File: config.mk
export PLATFORM = sky130hd
export DESIGN_NAME = heap_insert_sched
export DESIGN_NICKNAME = d
export VERILOG_FILES = /design/src/rtl/heap_insert_sched.sv
export SDC_FILE = /design/constraint.sdc
export NUM_CORES = 1
export LEC_CHECK = 0
export BUFFER_PORTS_ARGS = -buffer_cell sky130_fd_sc_hd__buf_2
export CELL_PAD_IN_SITES_DETAIL_PLACEMENT = 0
export CELL_PAD_IN_SITES_GLOBAL_PLACEMENT = 1
export CORE_MARGIN = 10
export CORE_UTILIZATION = 55
export DETAILED_ROUTE_END_ITERATION = 10
export PLACE_DENSITY = 0.87
export REMOVE_ABC_BUFFERS = 1
export SETUP_SLACK_MARGIN = 0.5
export SLEW_MARGIN = 20
export SYNTH_ARGS = -nofsm -noshare
export SYNTH_HDL_FRONTEND = slang
export SYNTH_SLANG_ARGS = --single-unit
File: constraint.sdc
create_clock -name clk -period 10.9 [get_ports clk]
set_input_delay 1.635 -clock clk [delete_from_list [all_inputs] [get_ports clk]]
set_output_delay 1.635 -clock clk [all_outputs]
set_load 0.005 [all_outputs]
File: src/rtl/heap_insert_sched.sv
// Two-channel round-robin insert scheduler and query serializer feeding the max-heap.
// Optional tail coalescing of same-address updates: define HEAP_SCHED_COALESCE_EN.
module heap_insert_sched #(
    parameter int CNT_SIZE   = 20,
    parameter int ADDR_SIZE  = 28,
    parameter int FIFO_DEPTH = 8,
    parameter int ISSUE_GAP  = 20
) (
    input  logic                          clk,
    input  logic                          rst,
    input  logic                          ch0_valid,
    output logic                          ch0_ready,
    input  logic [CNT_SIZE-1:0]           ch0_cnt,
    input  logic [ADDR_SIZE-1:0]          ch0_addr,
    input  logic                          ch1_valid,
    output logic                          ch1_ready,
    input  logic [CNT_SIZE-1:0]           ch1_cnt,
    input  logic [ADDR_SIZE-1:0]          ch1_addr,
    input  logic                          query_req,
    output logic                          query_ack,
    output logic                          heap_valid,
    output logic [CNT_SIZE-1:0]           heap_cnt,
    output logic [ADDR_SIZE-1:0]          heap_addr,
    output logic                          heap_query,
    output logic [$clog2(FIFO_DEPTH):0]   fifo_level,
    output logic                          busy,
    output logic [15:0]                   coalesce_count
);

    localparam int AW = $clog2(FIFO_DEPTH);
    localparam int LW = AW + 1;
    localparam int GW = $clog2(ISSUE_GAP + 1);

    typedef enum logic [1:0] {IDLE, ISSUE, GAP} state_e;

    logic [CNT_SIZE-1:0]  cntMem  [FIFO_DEPTH];
    logic [ADDR_SIZE-1:0] addrMem [FIFO_DEPTH];

    logic [AW-1:0]        wrPtr_q, wrPtr_d, rdPtr_q, rdPtr_d;
    logic [LW-1:0]        level_q, level_d;
    logic                 rrPtr_q, rrPtr_d;
    state_e               state_q;
    logic [GW-1:0]        gap_q;
    logic                 heapValid_q, heapQuery_q, queryAck_q;
    logic [CNT_SIZE-1:0]  heapCnt_q;
    logic [ADDR_SIZE-1:0] heapAddr_q;

    logic                 full, empty, bothValid, grantCh1;
    logic                 push, pop, doMerge, alloc;
    logic [CNT_SIZE-1:0]  pushCnt;
    logic [ADDR_SIZE-1:0] pushAddr;

    assign full      = (level_q == LW'(FIFO_DEPTH));
    assign empty     = (level_q == '0);
    assign bothValid = ch0_valid && ch1_valid;
    assign grantCh1  = bothValid ? rrPtr_q : ch1_valid;
    assign ch0_ready = !rst && !full && ch0_valid && !grantCh1;
    assign ch1_ready = !rst && !full && grantCh1;
    assign push      = ch0_ready || ch1_ready;
    assign pushCnt   = grantCh1 ? ch1_cnt  : ch0_cnt;
    assign pushAddr  = grantCh1 ? ch1_addr : ch0_addr;
    assign pop       = !rst && (state_q == IDLE) && !query_req && !empty;

`ifdef HEAP_SCHED_COALESCE_EN
    logic [AW-1:0] tailPtr;
    logic [15:0]   coal_q, coal_d;

    // The tail may only absorb an update if it is not leaving the FIFO this same edge.
    assign tailPtr = wrPtr_q - AW'(1);
    assign doMerge = push && !empty && (addrMem[tailPtr] == pushAddr)
                     && !(pop && level_q == LW'(1));
    assign coalesce_count = coal_q;

    always_comb begin
        coal_d = coal_q;
        if (doMerge && coal_q != 16'hFFFF) coal_d = coal_q + 16'd1;
    end

    always_ff @(posedge clk) begin
        if (rst) coal_q <= '0;
        else     coal_q <= coal_d;
    end

    always_ff @(posedge clk) begin
        if (alloc) begin
            cntMem[wrPtr_q]  <= pushCnt;
            addrMem[wrPtr_q] <= pushAddr;
        end else if (doMerge && pushCnt > cntMem[tailPtr]) begin
            cntMem[tailPtr] <= pushCnt;
        end
    end
`else
    assign doMerge        = 1'b0;
    assign coalesce_count = '0;

    always_ff @(posedge clk) begin
        if (alloc) begin
            cntMem[wrPtr_q]  <= pushCnt;
            addrMem[wrPtr_q] <= pushAddr;
        end
    end
`endif

    assign alloc = push && !doMerge;

    always_comb begin
        wrPtr_d = wrPtr_q;
        rdPtr_d = rdPtr_q;
        level_d = level_q;
        rrPtr_d = rrPtr_q;
        if (alloc) wrPtr_d = wrPtr_q + AW'(1);
        if (pop)   rdPtr_d = rdPtr_q + AW'(1);
        case ({alloc, pop})
            2'b10:   level_d = level_q + LW'(1);
            2'b01:   level_d = level_q - LW'(1);
            default: level_d = level_q;
        endcase
        // Round-robin pointer moves only when a contended grant is actually taken.
        if (bothValid && push) rrPtr_d = !grantCh1;
    end

    always_ff @(posedge clk) begin
        if (rst) begin
            wrPtr_q <= '0;
            rdPtr_q <= '0;
            level_q <= '0;
            rrPtr_q <= 1'b0;
        end else begin
            wrPtr_q <= wrPtr_d;
            rdPtr_q <= rdPtr_d;
            level_q <= level_d;
            rrPtr_q <= rrPtr_d;
        end
    end

    always_ff @(posedge clk) begin
        if (rst) begin
            state_q     <= IDLE;
            gap_q       <= '0;
            heapValid_q <= 1'b0;
            heapQuery_q <= 1'b0;
            queryAck_q  <= 1'b0;
            heapCnt_q   <= '0;
            heapAddr_q  <= '0;
        end else begin
            heapValid_q <= 1'b0;
            heapQuery_q <= 1'b0;
            queryAck_q  <= 1'b0;
            case (state_q)
                IDLE: begin
                    if (query_req) begin
                        heapQuery_q <= 1'b1;
                        queryAck_q  <= 1'b1;
                        state_q     <= ISSUE;
                    end else if (!empty) begin
                        heapValid_q <= 1'b1;
                        heapCnt_q   <= cntMem[rdPtr_q];
                        heapAddr_q  <= addrMem[rdPtr_q];
                        state_q     <= ISSUE;
                    end
                end
                ISSUE: begin
                    gap_q   <= GW'(ISSUE_GAP);
                    state_q <= GAP;
                end
                GAP: begin
                    gap_q <= gap_q - GW'(1);
                    if (gap_q == GW'(1)) state_q <= IDLE;
                end
                default: state_q <= IDLE;
            endcase
        end
    end

    assign heap_valid = heapValid_q;
    assign heap_query = heapQuery_q;
    assign query_ack  = queryAck_q;
    assign heap_cnt   = heapCnt_q;
    assign heap_addr  = heapAddr_q;
    assign fifo_level = level_q;
    assign busy       = !empty || (state_q != IDLE);

endmodule

* Yosys cells after proc, flatten, opt, wreduce, memory -nomap -nowiden *
Memory sizes are Yosys's and may differ from the RTL's. A register that Yosys moved wholly into a read port is not among the register bits.
Index checks and enable logic that the tools add are counted.

operators by class
  add/sub/neg operators = 5
  multiply operators = 0
  divide/modulo/power cells = 0
  order comparisons = 0
  equality and inequality tests = 8
  shift-type cells = 0
  muxes and demuxes = 13
  bitwise gates (word level) = 3
  reduce and logical (&&, ||, !) cells = 25

operator list
  operator             count
  $mux 28              1
  $mux 20              1
  $pmux 5 s2           1
  $logic_and 1x1->1    9
  $pmux 4 s2           1
  $add 3x1->3 const B  2
  $mux 2               3
  $pmux 2 s3           1
  $reduce_bool 2->1    3
  $eq 5x1->1 const B   1
  $logic_not 1->1      5
  $mux 1               5
  $sub 5x1->5 const B  1
  $add 4x1->4 const B  1
  $eq 2x1->1 const B   2
  $eq 2x2->1 const B   2
  $eq 4x4->1 const B   1
  $logic_not 4->1      1
  $sub 4x1->4 const B  1
  $ne 3x3->1 const B   1
  $not 1->1            3
  $reduce_and 3->1     1
  $reduce_or 3->1      1
  $logic_not 2->1      1
  4 further kinds      5

storage, ports and cells
  bits in registers = 20
  bits in latches = 0
  bits in writable memories = 384
  bits in read-only memories = 0
  bits of input ports = 101
  output and inout bits = 74
  logic and storage cells = 64
  memories kept = 2

memories
  name     words  bits a word  rd ports  clocked after Yosys merged registers in  write ports  line  RTL
  addrMem  8      28           1         1                                        1            37    logic [ADDR_SIZE-1:0] addrMem [FIFO_DEPTH];
  cntMem   8      20           1         1                                        1            36    logic [CNT_SIZE-1:0] cntMem [FIFO_DEPTH];

* Logic depth before layout (Yosys ltp) *
  word-level depth = 8
  mapped depth = 14
  mapped depth without buffers = 12

* Worst setup path before layout *
OpenSTA, ideal clock, no wires.

  path kind = input port to flip-flop
  start point = in rst
  end point = mem addrMem[2][0], enable pin
  setup time = 0.590 ns
  arrival time = 7.320 ns
  required time = 10.310 ns
  path slack = 2.991 ns
  stages on the path = 4
  buffers on the path = 1
  cell sequence = clkbuf_1 -> nor3_2 -> inv_1 -> nor4b_1

on the way
  word-level cells in the longest chain between the ends = 7
  elaborated cells on any way between the ends = 8
  classes of those cells = mux: 2; reduce/logical: 6

ends and longest elaborated chain
  element                         line    RTL
  start, declared                 10      input logic rst,
  $logic_not 1->1 *               57, 58
  $logic_and 1x1->1 *             57, 58
  $logic_and 1x1->1 (2 in a row)  57      assign ch0_ready = !rst && !full && ch0_valid && !grantCh1;
  $logic_or 1x1->1 *              59      assign push = ch0_ready || ch1_ready;
  $mux 1 *                        97      if (alloc) begin
  $mux 1 (not written as such) *  99      addrMem[wrPtr_q] <= pushAddr;
  end, declared                   37

Mark *: on every way between the ends. The rest lies on a longest branch, timed or not.

* Worst setup path after layout *
  start point = in rst
  end point = out ch1_ready

on the way
  word-level cells in the longest chain between the ends = 3

ends and longest elaborated chain
  element                         line  RTL
  $logic_not 1->1                 58    assign ch1_ready = !rst && !full && grantCh1;
  $logic_and 1x1->1 (2 in a row)  58
  end, declared                   16    output logic ch1_ready,

No other way between the ends.

==> flow_metrics.tcl <==
set metrics [dict create \
    status "finished, final reports clean" \
    crit_cells 4 \
    drive_above_1_share_pct 38.7 \
    fmax_mhz 221 \
    slew_viol_final 0 \
    worstSkewPairLatency_ns 0.53 \
    maxCapViolCount 0 \
    fillers 2132 \
    drc 0 \
    cts_made_buffers 44 \
    cts_resized 0 \
    antenna_found_initial 1 \
    grt_max_degree 55 \
    ys.flop_type "edfxtp_1" \
    hpwlAfterDp_mm 21.2 \
    yosysSeqAreaShare_pct 73.2 \
    design.portCount 175 \
    path_buf_inv 3 \
    path_cells "buf_4 -> buf_4 -> nor3_1 -> buf_2" \
    overflow 0 \
    fin_skew_ns 0.00730 \
    grt_pass1_vias 9579 \
    crit_path_max_incr_delay_ns 0.68 \
    rr_worst_depth 12 \
    async_flop_share_pct 0 \
    hold_depth 2 \
    cp_common_cell "buf_4" \
    utilization_pct 64.2 \
    clock-sinks 452 \
    critPathLaunchType "input port" \
    fin_crit_sh_pct 41.6 \
    port_buffers 158 \
    worst_path_max_delay_cell "buf_4" \
    finalNonFillerCells 1529 \
    tns_ns 0 \
    crit_fanout 54 \
    synth.avg_cell_area_um2 19.1 \
    leakage_nw 6.86 \
    hold_path_class "reg -> reg" \
    path_clk_slew_ns 0.06 \
    synth_most_common_cell "edfxtp_1" \
    die_area_mm2 0.0396 \
    final_cell_area_mm2 0.0203 \
    min_period_ns 4.53 \
    yosys.area.top_type_share_pct 65.5 \
    vias 9027 \
    holdBufCountCts 0 \
    diodes 0 \
    finalSetupViolCount 0 \
    total_power_mw 4.16 \
    rows 65 \
    synth_top_cell_by_area "edfxtp_1" \
    worstSetupPathType "in -> out" \
    wl_per_cell_um 24.0 \
    coreArea_mm2 0.0316 \
    vdd_drop_max_v 0.000180 \
    cp.required_ns 9.27 \
    drt_iter0_drc 738 \
    area_delta_synth_final_pct 15.0 \
    nets 1205 \
    cp-end-kind "output port" \
    htreeDepth 2 \
    dr.pass1.iters 5 \
    grt_usage_pct 18.7 \
    yosysUniqueCellTypes 42 \
    postCtsSetupRepairBufs 0 \
    placed_area_mm2 0.0188 \
    placed_cells 1448 \
    clk_path_buf_depth 3 \
    detail_route.vias_per_cell 5.90 \
    final_antenna_net_count 0 \
    grt_pass1_wl_mm 56.4 \
    arrival_ns 2.90 \
    cts_root_buf "clkbuf_16" \
    synth-seq-cells 452 \
    power.density_mw_per_mm2 206 \
    synthTopCellsByArea "edfxtp_1 (65%), mux4_2 (12%), dfxtp_1 (7.7%)" \
    synth_edf_count 384 \
    gp_congestion 0.749 \
    synth.cell_area_mm2 0.0176 \
    critical-path-top-delay-family "buffers and inverters" \
    synthCells 921 \
    ys_top_cells_by_count "edfxtp_1 (384), mux4_2 (96), nor2_1 (69)" \
    chipWidth_um 199 \
    relSlewSlack_pct 31.9 \
    yosysWarnings 0 \
    worst_pin_slew_ns 1.02 \
    rsz0062_at_grt "no" \
    hold_viol 0 \
    die-height_um 199 \
    wl_mm 36.8 \
    cts_tree "built" \
    initial_core_util_pct 55.8 \
]
## where the power goes
part	leakage (nW)	total, mW	internal, mW	switching [mW]
sequential	4.04	2.05	1.98	0.0713
clock	0.722	1.53	0.912	0.614
combinational	2.10	0.586	0.277	0.310
total	6.86	4.16	3.17	0.995
## worst register-to-register path: cells and delay by family, from the launching register on
family                   cells  cell delay (ns)
AO/OA/AOI/OAI                3             0.42
adder cells (fa/ha/maj)      3             0.71
flip-flops                   1             0.32
buffers and inverters        2             0.67
AND/OR/NAND/NOR              4             1.27
## cell type report
cell class	count	area (um2)	area share [%]
Inverter	12	45.0	0.222
Multi-Input combinational cell	402	4370	21.6
Timing Repair Buffer	180	958	4.73
Clock inverter	23	249	1.23
Sequential cell	452	12900	63.7
Clock buffer	58	1230	6.05
Tap cell	402	503	2.48
## kinds of logic after synthesis
logic type	Yosys count	share of synthesized area, %
DFF	452	73.2
xor gates and xnor gates	6	0.298
muxes	149	15.6
and+or+nand+nor	154	5.02
adders and majority gates	12	0.895
AOI/OAI and AO/OA	65	2.31
buffers and inverters	82	2.63
other	1	0.0213
## per-layer routing
| layer | vias to the layer above | wire, um | track usage, % | part of all wire (%) |
|---|---|---|---|---|
| met2 | 301 | 18600 | 31.6 | 51 |
| met4 | 2 | 601 | 4.24 | 1.6 |
| met1 | 4656 | 15100 | 24.5 | 41 |
| met5 | - | 13 | 0 | 0.035 |
| li1 | 4014 | - | - | - |
| met3 | 54 | 2460 | 3.80 | 6.7 |
## worst paths after layout
| path | startpoint | endpoint | slack (ns) |
|---|---|---|---|
| setup / recovery | rst | ch1_ready | 6.37 |
| hold / removal | heap_cnt[4] | heap_cnt[4] | 0.49 |
| setup reg to reg | state_q[0] | fifo_level[3] | 7.45 |
| hold reg to reg | heap_cnt[4] | heap_cnt[4] | 0.49 |
## sequential cells by signal (all words and copies together) (netlist names), 2 cells and up
register and flops:
addrMem 224, fifo_level 4, heap_addr 28, wrPtr_q 3
state_q 2, rdPtr_q 3, cntMem 160, gap_q 5
heap_cnt 20
## stage by stage
step                      hold WS (ns)  setup WS (ns)
after global routing             0.513           6.29
after floorplan                  0.434           3.19
after global placement           0.466           6.30
final                            0.490           6.37
after CTS                        0.497           6.35
after detailed placement         0.482           6.16
## cell usage in the layout (no fill, tap or decap), types with 9 or more instances in the layout
master | netlist | final
edfxtp_1 | 384 | 384
buf_2 | 19 | 157
mux4_2 | 96 | 96
nor2_1 | 69 | 68
dfxtp_1 | 68 | 66
mux2_2 | 48 | 48
o22ai_1 | 48 | 48
clkbuf_16 | 0 | 46
nor3_2 | 30 | 32
buf_4 | 23 | 23
nor3_1 | 23 | 21
conb_1 | 1 | 16
inv_1 | 12 | 12
ha_1 | 11 | 11
a21oi_1 | 9 | 9
clkinv_2 | 0 | 9
clkbuf_1 | 19 | 9
No activity file was read; power rests on OpenSTA's default activity.
